==> src/rtl/wave_sequencer.sv <==
// wave_sequencer: drives the Functions lookup (f_sel/index), steps a phase
// accumulator at a divided sample rate and holds each looked-up value in a
// valid/ready output register. Function changes made while running are
// deferred to the next phase wrap.
// Ports:
//   CLK, reset (async, active-low)
//   start/stop                control levels
//   f_req/f_req_valid         function request strobe
//   step/div                  phase increment and rate divider, latched at start
//   value_in                  lookup result for the presented f_sel/index
//   f_sel/index               lookup select and address
//   sample/sample_valid/sample_ready   output handshake
//   loop                      pulse, in step with the first post-wrap index
//   f_pending/busy            status
module wave_sequencer #(
    parameter int ACC_W   = 16,
    parameter int INDEX_W = 8,
    parameter int DIV_W   = 16
) (
    input  logic               CLK,
    input  logic               reset,
    input  logic               start,
    input  logic               stop,
    input  logic [1:0]         f_req,
    input  logic               f_req_valid,
    input  logic [ACC_W-1:0]   step,
    input  logic [DIV_W-1:0]   div,
    input  logic               sample_ready,
    input  logic [7:0]         value_in,
    output logic [1:0]         f_sel,
    output logic [INDEX_W-1:0] index,
    output logic [7:0]         sample,
    output logic               sample_valid,
    output logic               loop,
    output logic               f_pending,
    output logic               busy
);

    typedef enum logic [1:0] {
        S_IDLE  = 2'd0,
        S_RUN   = 2'd1,
        S_DRAIN = 2'd2
    } state_t;

    localparam logic [DIV_W-1:0] DIV_ONE = 1;

    state_t             r_state;
    state_t             w_next;
    logic [ACC_W-1:0]   r_acc;
    logic [ACC_W-1:0]   r_step;
    logic [DIV_W-1:0]   r_div;
    logic [DIV_W-1:0]   r_tcnt;
    logic [1:0]         r_f_sel;
    logic [1:0]         r_f_pend_val;
    logic               r_f_pending;
    logic [7:0]         r_sample;
    logic               r_sample_valid;
    logic               r_loop;

    logic [ACC_W:0]     w_sum;
    logic               w_out_free;
    logic               w_tick;
    logic               w_wrap;
    logic               w_to_idle;

    assign w_sum = {1'b0, r_acc} + {1'b0, r_step};

    // State register
    always_ff @(posedge CLK or negedge reset) begin
        if (!reset) begin
            r_state <= S_IDLE;
        end else begin
            r_state <= w_next;
        end
    end

    // Next-state logic
    always_comb begin
        w_next = r_state;
        unique case (r_state)
            S_IDLE:  if (start)      w_next = S_RUN;
            S_RUN:   if (stop)       w_next = S_DRAIN;
            S_DRAIN: if (w_out_free) w_next = S_IDLE;
            default:                 w_next = S_IDLE;
        endcase
    end

    // Output / control decode
    always_comb begin
        // The output slot can take a new value when empty or being accepted.
        w_out_free = !r_sample_valid || sample_ready;
        w_tick     = (r_state == S_RUN) && (r_tcnt == r_div) && w_out_free;
        w_wrap     = w_tick && w_sum[ACC_W];
        w_to_idle  = (r_state == S_DRAIN) && w_out_free;
        busy       = (r_state != S_IDLE);
    end

    // Phase accumulator and rate divider
    always_ff @(posedge CLK or negedge reset) begin
        if (!reset) begin
            r_acc  <= '0;
            r_tcnt <= '0;
            r_step <= '0;
            r_div  <= '0;
        end else begin
            unique case (r_state)
                S_IDLE: begin
                    r_acc  <= '0;
                    r_tcnt <= '0;
                    if (start) begin
                        r_step <= step;
                        r_div  <= div;
                    end
                end
                S_RUN: begin
                    // At terminal count the divider waits for the slot.
                    if (w_tick) begin
                        r_acc  <= w_sum[ACC_W-1:0];
                        r_tcnt <= '0;
                    end else if (r_tcnt != r_div) begin
                        r_tcnt <= r_tcnt + DIV_ONE;
                    end
                end
                S_DRAIN: begin
                    if (w_out_free) begin
                        r_acc  <= '0;
                        r_tcnt <= '0;
                    end
                end
                default: begin
                    r_acc  <= '0;
                    r_tcnt <= '0;
                end
            endcase
        end
    end

    // Output register and wrap pulse
    always_ff @(posedge CLK or negedge reset) begin
        if (!reset) begin
            r_sample       <= '0;
            r_sample_valid <= 1'b0;
            r_loop         <= 1'b0;
        end else begin
            r_loop <= w_wrap;
            if (w_tick) begin
                r_sample       <= value_in;
                r_sample_valid <= 1'b1;
            end else if (sample_ready) begin
                r_sample_valid <= 1'b0;
            end
        end
    end

    // Function select with deferral while running
    always_ff @(posedge CLK or negedge reset) begin
        if (!reset) begin
            r_f_sel      <= '0;
            r_f_pend_val <= '0;
            r_f_pending  <= 1'b0;
        end else if (r_state == S_RUN) begin
            if (w_wrap && r_f_pending) begin
                r_f_sel <= r_f_pend_val;
            end
            // A request on the wrap edge is held for the following wrap.
            if (f_req_valid) begin
                r_f_pend_val <= f_req;
                r_f_pending  <= 1'b1;
            end else if (w_wrap) begin
                r_f_pending  <= 1'b0;
            end
        end else if (f_req_valid) begin
            r_f_sel     <= f_req;
            r_f_pending <= 1'b0;
        end else if (w_to_idle && r_f_pending) begin
            r_f_sel     <= r_f_pend_val;
            r_f_pending <= 1'b0;
        end
    end

    assign f_sel        = r_f_sel;
    assign index        = r_acc[ACC_W-1 -: INDEX_W];
    assign sample       = r_sample;
    assign sample_valid = r_sample_valid;
    assign loop         = r_loop;
    assign f_pending    = r_f_pending;

endmodule
==> config.mk <==
export PLATFORM = sky130hd
export DESIGN_NAME = wave_sequencer
export DESIGN_NICKNAME = d
export VERILOG_FILES = /design/src/rtl/wave_sequencer.sv
export SDC_FILE = /design/constraint.sdc
export NUM_CORES = 1
export LEC_CHECK = 0
export CAP_MARGIN = 25
export CORE_UTILIZATION = 49
export DETAILED_ROUTE_END_ITERATION = 10
export PLACE_DENSITY_LB_ADDON = 0.08
export SLEW_MARGIN = 20
export SYNTH_ARGS = -nofsm -noshare
export SYNTH_HDL_FRONTEND = slang
export SYNTH_SLANG_ARGS = --single-unit
==> constraint.sdc <==
create_clock -name CLK -period 2.45 [get_ports CLK]
set_input_delay 0.3675 -clock CLK [delete_from_list [all_inputs] [get_ports CLK]]
set_output_delay 0.3675 -clock CLK [all_outputs]
set_load 0.03 [all_outputs]
Word level (Yosys, flattened, before mapping):

Index checks and enable logic that the tools add are counted.

* add/subtract/negate cells: 2
* equal/unequal tests: 11
* multiplexer cells: 21
* reductions and logical operators: 19

Operator list (number)
* $mux 16: 4
* $pmux 16 s2: 2
* $add 16x16->17: 1
* $add 16x1->16 const B: 1
* $eq 16x16->1: 1
* $ne 16x16->1: 1
* $mux 2: 7
* $reduce_and 2->1: 6
* $ne 2x2->1 const B: 4
* $mux 1: 7
* $logic_and 1x1->1: 6
* $pmux 2 s3: 1
* $reduce_bool 2->1: 2
* $ne 3x2->1 const B: 1
* $ne 3x3->1 const B: 1
* $reduce_and 3->1: 1
* $reduce_bool 3->1: 1
* $eq 2x1->1 const B: 1
* $eq 2x2->1 const B: 1
* $logic_not 2->1: 1
* $ne 2x1->1 const B: 1
* $logic_not 1->1: 1
* $logic_or 1x1->1: 1

* register bits after elaboration: 81
* input port bits: 48

Logic depth before layout (Yosys ltp):

Gate-level depths: netlist of run 1.

* depth after elaboration: 7
* mapped depth: 9
* mapped depth without buffers: 9

Worst setup path after synthesis of run 1:

No wires, ideal clock.

* kind: register to register
* start point: reg r_acc[0]
* end point: reg r_f_sel[0] (netlist: f_sel[0])
* data arrival time: 2.170 ns
* required time: 2.363 ns
* slack: 0.193 ns
* cell stages (with the launch flop): 10
* path buffers: 0
* period minus slack after synthesis: 2.257 ns
* path through: dfrtp_1 > ha_1 > fa_1 > a211oi_1 > o211ai_1 > a31oi_1 > and2_1 > or3_4 > nor3_2 > a211oi_2

* longest elaborated chain between the ends: 5

Ends and longest elaborated chain
* start, declared: RTL line 49 `logic [ACC_W-1:0] r_acc;`
* start signal, assigned: RTL line 118 `r_acc <= w_sum[ACC_W-1:0];`
* $add 16x16->17: RTL line 66 `assign w_sum = {1'b0, r_acc} + {1'b0, r_step};`
* $logic_and 1x1->1: RTL line 93 `w_wrap = w_tick && w_sum[ACC_W];`
* $logic_and 1x1->1: RTL line 162 `if (w_wrap && r_f_pending) begin`
* $ne 2x1->1 (no source line)
* $reduce_and 2->1 (no source line)
* end signal, assigned: RTL line 163 `r_f_sel <= r_f_pend_val;`
* end signal, assigned: RTL line 173 `r_f_sel <= f_req;`
* end signal, assigned: RTL line 176 `r_f_sel <= r_f_pend_val;`
* end, declared: RTL line 53 `logic [1:0] r_f_sel;`

No other way between the ends.
A chain may end at the register's enable or synchronous reset.

Worst setup path in the final report of run 1:

* start point: reg r_tcnt[8]
* end point: reg r_tcnt[12]

* longest elaborated chain between the ends: 5

Ends and longest elaborated chain
* start, declared: RTL line 52 `logic [DIV_W-1:0] r_tcnt;`
* start signal, assigned: RTL line 121 `r_tcnt <= r_tcnt + DIV_ONE;`
* parallel branches: the longest is 5 deep, another holds $add 16x1->16

Several ways; the timed one is not identified. The select of a mux whose other input is x is not followed.

==> results of run 1 <==
-- repair_timing --
| action | in CTS | in global routing |
|---|---|---|
| buffers inserted | 0 | 4 |
| pin swaps | 1 | 9 |
| hold buffers | 0 | 0 |
| resized for setup | 1 | 8 |
| setup endpoints to repair | 3 | 5 |
| gates cloned | 0 | 0 |
-- power by group through the flow --
stage / logic, mW / clock network (mW) / registers [mW]
finish: 1.45 / 0.944 / 1.87
global route: 1.62 / 1.01 / 1.91
CTS: 1.45 / 0.962 / 1.87
detailed placement: 1.45 / 0 / 1.90
global placement: 1.40 / 0 / 1.89
floorplan: 0.999 / 0 / 1.87
-- Yosys cell counts (5+ instances only) --
cell type,instances
a21o_1,5
a21oi_1,19
buf_4,8
clkbuf_1,9
dfrtp_1,81
ha_1,17
inv_1,6
mux2_2,35
nand2_1,71
nand3_1,9
nor2_1,21
nor3_1,6
nor4b_1,5
o21ai_0,24
xnor2_1,19
xor2_1,19
-- state kept, by name (all words and copies together) (netlist names) --
signal and flops:
r_f_pend_val 2, sample_valid 1, r_step 16, sample 8
f_sel 2, f_pending 1, r_state 2, loop 1
r_tcnt 16, r_acc 16, r_div 16
-- path summary, 6_finish.rpt --
path / start / endpoint / slack (ns)
setup / recovery: r_tcnt[8]$_DFFE_PN0P_ / r_tcnt[12]$_DFFE_PN0P_ / 0.13
hold / removal: reset / r_step[15]$_DFFE_PN0P_ / -0.004
setup reg to reg: r_tcnt[8]$_DFFE_PN0P_ / r_tcnt[12]$_DFFE_PN0P_ / 0.13
hold reg to reg: sample[1]$_DFFE_PN0P_ / sample[1]$_DFFE_PN0P_ / 0.47
max in group asynchronous: reset / r_acc[15]$_DFFE_PN0P_ / 1.86
min in group CLK: sample[1]$_DFFE_PN0P_ / sample[1]$_DFFE_PN0P_ / 0.47
-- critical path, delay by kind of cell, from the launching register on --
| family | cells | cell delay (ns) |
|---|---|---|
| AOI/OAI and AO/OA | 1 | 0.29 |
| DFF | 1 | 0.41 |
| and+or+nand+nor | 4 | 0.94 |
| xor gates and xnor gates | 1 | 0.18 |
| buffers and inverters | 2 | 0.37 |
-- layout make-up --
class / count / area [sq um]
sequential: 81 / 2030
clock inverter: 3 / 43.8
multi-input combinational: 317 / 2240
fill: 745 / 3210
clock buffer: 11 / 131
tap: 108 / 135
inverter: 6 / 22.5
timing repair buffer: 92 / 873
-- metrics by stage --
| stage | util | total power, mW | hold WS, ns |
|---|---|---|---|
| finish | 0.630 | 4.27 | -0.00389 |
| global route | 0.630 | 4.54 | 0.0238 |
| CTS | 0.623 | 4.29 | 0.00445 |
| detailed placement | 0.602 | 3.35 | 0.381 |
| global placement | 0.602 | 3.29 | 0.378 |
| floorplan | - | 2.87 | 0.0719 |
-- cell families after synthesis --
logic type,count (synthesis),synth area share
and+or+nand+nor,145,0.164
AOI/OAI and AO/OA,81,0.119
muxes,35,0.0904
DFF,81,0.465
xor gates and xnor gates,38,0.0763
adders and majority gates,18,0.0534
buffers and inverters,27,0.0313
-- metal layers --
metal,track usage,part of all wire,vias to the layer above
met4,0.0846,0.014,0
li1,-,-,1658
met5,0,0,-
met1,0.282,0.47,1628
met3,0.0363,0.038,9
met2,0.376,0.48,75
==> run_results.csv, run 1 <==
group,metric,value,unit
power_and_ir_drop,p_switching,1.45,mW
yosys,ys_warn_count,0,
finish,layout_common_cells,"dfrtp_1 (81), nand2_1 (71), clkdlybuf4s50_1 (68)",
route,wire_per_inst,15.2,microns
power_and_ir_drop,power.density,781,nW/um^2
yosys,synth_edf_count,0,
clock_network,path_clk_slew,0.09,ns
timing,hold_ws,-0.00389,ns
finish,fin_cells,618,
yosys,synth_top_flop_cell,"dfrtp_1",
die,rows,34,
finish,mostFrequentLayoutCell,"dfrtp_1",
timing,min_period_over_period,0.946,
critical_path,crit_fanout,7,
critical_path,max_stage_delay,0.41,ns
timing,period_needed,2.32,ns
place,dpl.hpwl,6900,microns
power_and_ir_drop,p_int,2.82,mW
outcome,violations,"negative hold slack",
die,dieHeight,96.3,microns
power_and_ir_drop,p_seq_frac,0.438,
yosys,synth_seq_cells,81,
finish,layout-area-overhead-vs-synth,25.5,%
yosys,synth_area,4360,sq um
yosys,ys_seq_area_frac,0.465,
route,avgViaCountPerCell,5.45,
timing,hold_violations,7,
die,dieArea,9280,sq um
critical_path,setup.worst_path.start_class,"register",
power_and_ir_drop,p_clk_frac,0.221,
critical_path,path_cells,"xor2_1, nor4_2, nand3_2, buf_4, or3_1, a21boi_1, buf_4, nor2_1",
die,coreArea,8680,sq um
global_routing,grt_pass1_vias,3374,
clock_network,clkLatencyLatePin,0.34,ns
finish,num-nets-final,573,
critical_path,path_class,"reg2reg",
route,drt_iter0_drc,66,
timing,setup_ws,0.132,ns
timing,finalSetupViolations,0,
yosys,synth.distinct_cells,52,
clock_network,clock-sinks,81,
route,routed_wirelength,9410,microns
power_and_ir_drop,switching_share,0.340,
power_and_ir_drop,ir_drop,381,uV
place,pre_cts_ws,-0.0484,ns
timing,rsz0062_at_grt,"no",
power_and_ir_drop,p_leak,2.37,nW
global_routing,grt_use_total,0.221,
place,post_dp_cell_area,5230,sq um
die,io_pins,70,
place,dp.cells,600,
clock_network,cts_tree,"yes",
die,die_w,96.3,microns
critical_path,required,2.68,ns
outcome,status,"finished with violations",
timing,finClkSkew,0.0125,ns
global_routing,grt_pass1_wl,15500,microns
die,start_util,0.502,
finish,diodes,0,
yosys,synth_top_area_share,0.465,
timing,drv_slew,0,
power_and_ir_drop,power_frac_comb,0.341,
clock_network,clk_path_buf_depth,2,
global_routing,grt_overflow,0,
timing,tightest_slew,0.516,ns
yosys,synth_area_leader_cell,"dfrtp_1",
route,drt_pass1_iterations,4,
route,vias,3370,
yosys,synth_nets,491,
timing,max_freq,0.431,GHz
clock_network,clockRootBuffer,"clkbuf_8",
flow_run,cap_violations,0,
place,io_buffers,69,
critical_path,rr_worst_depth,8,
timing,relSlewSlack,0.656,
critical_path,crit_slowest_cell,"dfrtp_1",
worst_hold_path,hold_class,"in2async",
global_routing,grt_max_degree,39,
critical_path,setup.worst_path.end_class,"register",
finish,drive_gt1_frac,0.178,
place,gp_congestion,0.861,
critical_path,crit_top_cell,"buf_4",
clock_network,cts_buffers,9,
yosys,yosys-top-cells-area,"dfrtp_1 (46%), mux2_2 (9.0%), nand2_1 (6.1%), ha_1 (4.9%), xnor2_1 (3.8%)",
yosys,avgSynthCellArea,10.3,sq um
critical_path,crit_arrival,2.55,ns
yosys,async_flop_share,1.00,
global_routing,antenna_found_initial,0,
route,drtAntennaViolNets,0,
timing,setup_tns,0,ns
route,drcViolationCount,0,
finish,final_area,5470,sq um
clock_network,cts_max_level,3,
yosys,synthCells,425,
(Power assumes the default switching activity.)
==> run 2: changes to the inputs <==
Settings changed: RECOVER_POWER set to 50.
==> run_results.csv, run 2 (synthesis gave the netlist of run 1 again) <==
group,metric,value,unit
finish,nFillCells,748,
place,dpl.hpwl,6900,microns
global_routing,grt_max_degree,39,
critical_path,crit_arrival,2.58,ns
die,rows,34,
finish,layout_common_cells,"dfrtp_1 (81), nand2_1 (71), clkdlybuf4s50_1 (68)",
power_and_ir_drop,p_leak,2.36,nW
timing,relSlewSlack,-0.448,
timing,hold_violations,0,
critical_path,setup.worst_path.start_class,"register",
route,drcViolationCount,0,
finish,diodes,0,
timing,period_needed,2.32,ns
power_and_ir_drop,p_seq_frac,0.439,
place,dp.cells,600,
timing,setup_ws,0.132,ns
die,coreArea,8680,sq um
outcome,violations,"max-capacitance violations, max-slew violations",
clock_network,clkLatencyLatePin,0.35,ns
finish,layout-area-overhead-vs-synth,25.1,%
global_routing,use_met1,0.282,
global_routing,antenna_found_initial,0,
global_routing,grt_overflow,0,
critical_path,startpoint,"r_acc[0]$_DFFE_PN0P_",
clock_network,cts_max_level,3,
timing,finClkSkew,0.0123,ns
finish,num-nets-final,573,
clock_network,cts_tree,"yes",
route,wire_per_inst,15.2,microns
power_and_ir_drop,switching_share,0.340,
critical_path,setup.worst_path.end_class,"register",
global_routing,grt_pass1_vias,3374,
timing,finalSetupViolations,0,
clock_network,clk_path_buf_depth,2,
flow_run,cap_violations,1,
critical_path,crit_fanout,5,
finish,drive_gt1_frac,0.171,
power_and_ir_drop,ir_drop,381,uV
global_routing,grt_use_total,0.221,
power_and_ir_drop,power,4.26,mW
global_routing,grt.met3_usage,0.0363,
route,drt_iter0_drc,65,
clock_network,cts_buffers,9,
global_routing,busiest_layer,"met2",
timing,hold_ws,0.472,ns
clock_network,clock-sinks,81,
global_routing,use_met2,0.376,
clock_network,hold_buffers,0,
place,io_buffers,69,
power_and_ir_drop,power_frac_comb,0.340,
critical_path,path_class,"reg2reg",
timing,rsz0062_at_grt,"no",
critical_path,r2r_start,"r_acc[0]$_DFFE_PN0P_",
timing,tightest_slew,2.17,ns
route,vias,3371,
route,drt_pass1_iterations,4,
global_routing,grt_pass1_wl,15500,microns
timing,max_freq,0.431,GHz
power_and_ir_drop,p_switching,1.45,mW
timing,drv_slew,38,
die,dieArea,9280,sq um
critical_path,required,2.72,ns
route,avgViaCountPerCell,5.45,
clock_network,path_clk_slew,0.09,ns
worst_hold_path,hold_class,"reg2reg",
timing,min_period_over_period,0.946,
die,start_util,0.502,
die,dieHeight,96.3,microns
finish,fin_cells,618,
power_and_ir_drop,p_clk_frac,0.221,
place,gp_congestion,0.861,
place,pre_cts_ws,-0.0484,ns
finish,mostFrequentLayoutCell,"dfrtp_1",
finish,fin_util,0.628,
power_and_ir_drop,p_int,2.81,mW
die,die_w,96.3,microns
die,io_pins,70,
power_and_ir_drop,power.density,781,nW/um^2
outcome,status,"finished with violations",
route,routed_wirelength,9410,microns
worst_hold_path,min-delay-start,"sample[1]$_DFFE_PN0P_",
clock_network,clockRootBuffer,"clkbuf_8",
route,drtAntennaViolNets,0,
## run 2: cell types whose count changed in the layout (fill, tap and decap cells not counted), sizes merged
| cell | change |
|---|---|
| clkbuf | +4 |
| buf | -4 |
## run 2: power by group through the flow
stage / clock network, mW / logic, mW / registers (mW)
6_report: 0.943 / 1.45 / 1.87
5_1_grt: 1.01 / 1.61 / 1.91
4_1_cts: 0.962 / 1.45 / 1.87
3_5_place_dp: 0 / 1.45 / 1.90
3_3_place_gp: 0 / 1.40 / 1.89
2_1_floorplan: 0 / 0.999 / 1.87
## run 2: final timing paths
kind / end / cells after the start / slack (ns)
max: f_sel[0]$_DFFE_PN0P_ / 9 / 0.13
min: sample[1]$_DFFE_PN0P_ / 2 / 0.47
max reg2reg: f_sel[0]$_DFFE_PN0P_ / 9 / 0.13
min reg2reg: sample[1]$_DFFE_PN0P_ / 2 / 0.47
max in group asynchronous: r_acc[15]$_DFFE_PN0P_ / 2 / 0.46
min in group asynchronous: r_step[8]$_DFFE_PN0P_ / 1 / 0.65
## run 2: timing repair
| action | CTS | global route |
|---|---|---|
| setup buffers | 0 | 4 |
| pin swaps | 1 | 9 |
| resized for setup | 1 | 8 |
| setup endpoints to repair | 3 | 5 |
## run 2: worst max-delay path, cell delays in order, from the launching register on
cell and delay [ns]:
dfrtp_1 0.39, ha_2 0.21, fa_2 0.39, a211oi_2 0.28, o211ai_1 0.16, a31oi_2 0.27, and2_4 0.18, or3_4 0.16
nor3_2 0.05, a211oi_2 0.14
## run 2: area by class of cell
class	instances	area, sq um	share of cell area
flip-flops and latches	81	2030	0.372
inverters	6	22.5	0.00413
clock buffers	11	131	0.0241
well taps	108	135	0.0248
clock inverters	3	43.8	0.00803
repair buffers	92	860	0.158
multi-input cells	317	2230	0.410
## run 2: stage by stage
step | cell area (sq um) | TNS, ns
finish | 5450 | 0
global route | 5450 | 0
CTS | 5410 | 0
detailed placement | 5230 | -0.0563
global placement | 5230 | 0
floorplan | 4360 | 0
## run 2: routing by layer
| metal | routed length [microns] | up-vias |
|---|---|---|
| met2 | 4490 | 71 |
| met1 | 4420 | 1634 |
| met5 | 0 | - |
| met3 | 355 | 12 |
| li1 | - | 1654 |
| met4 | 144 | 0 |
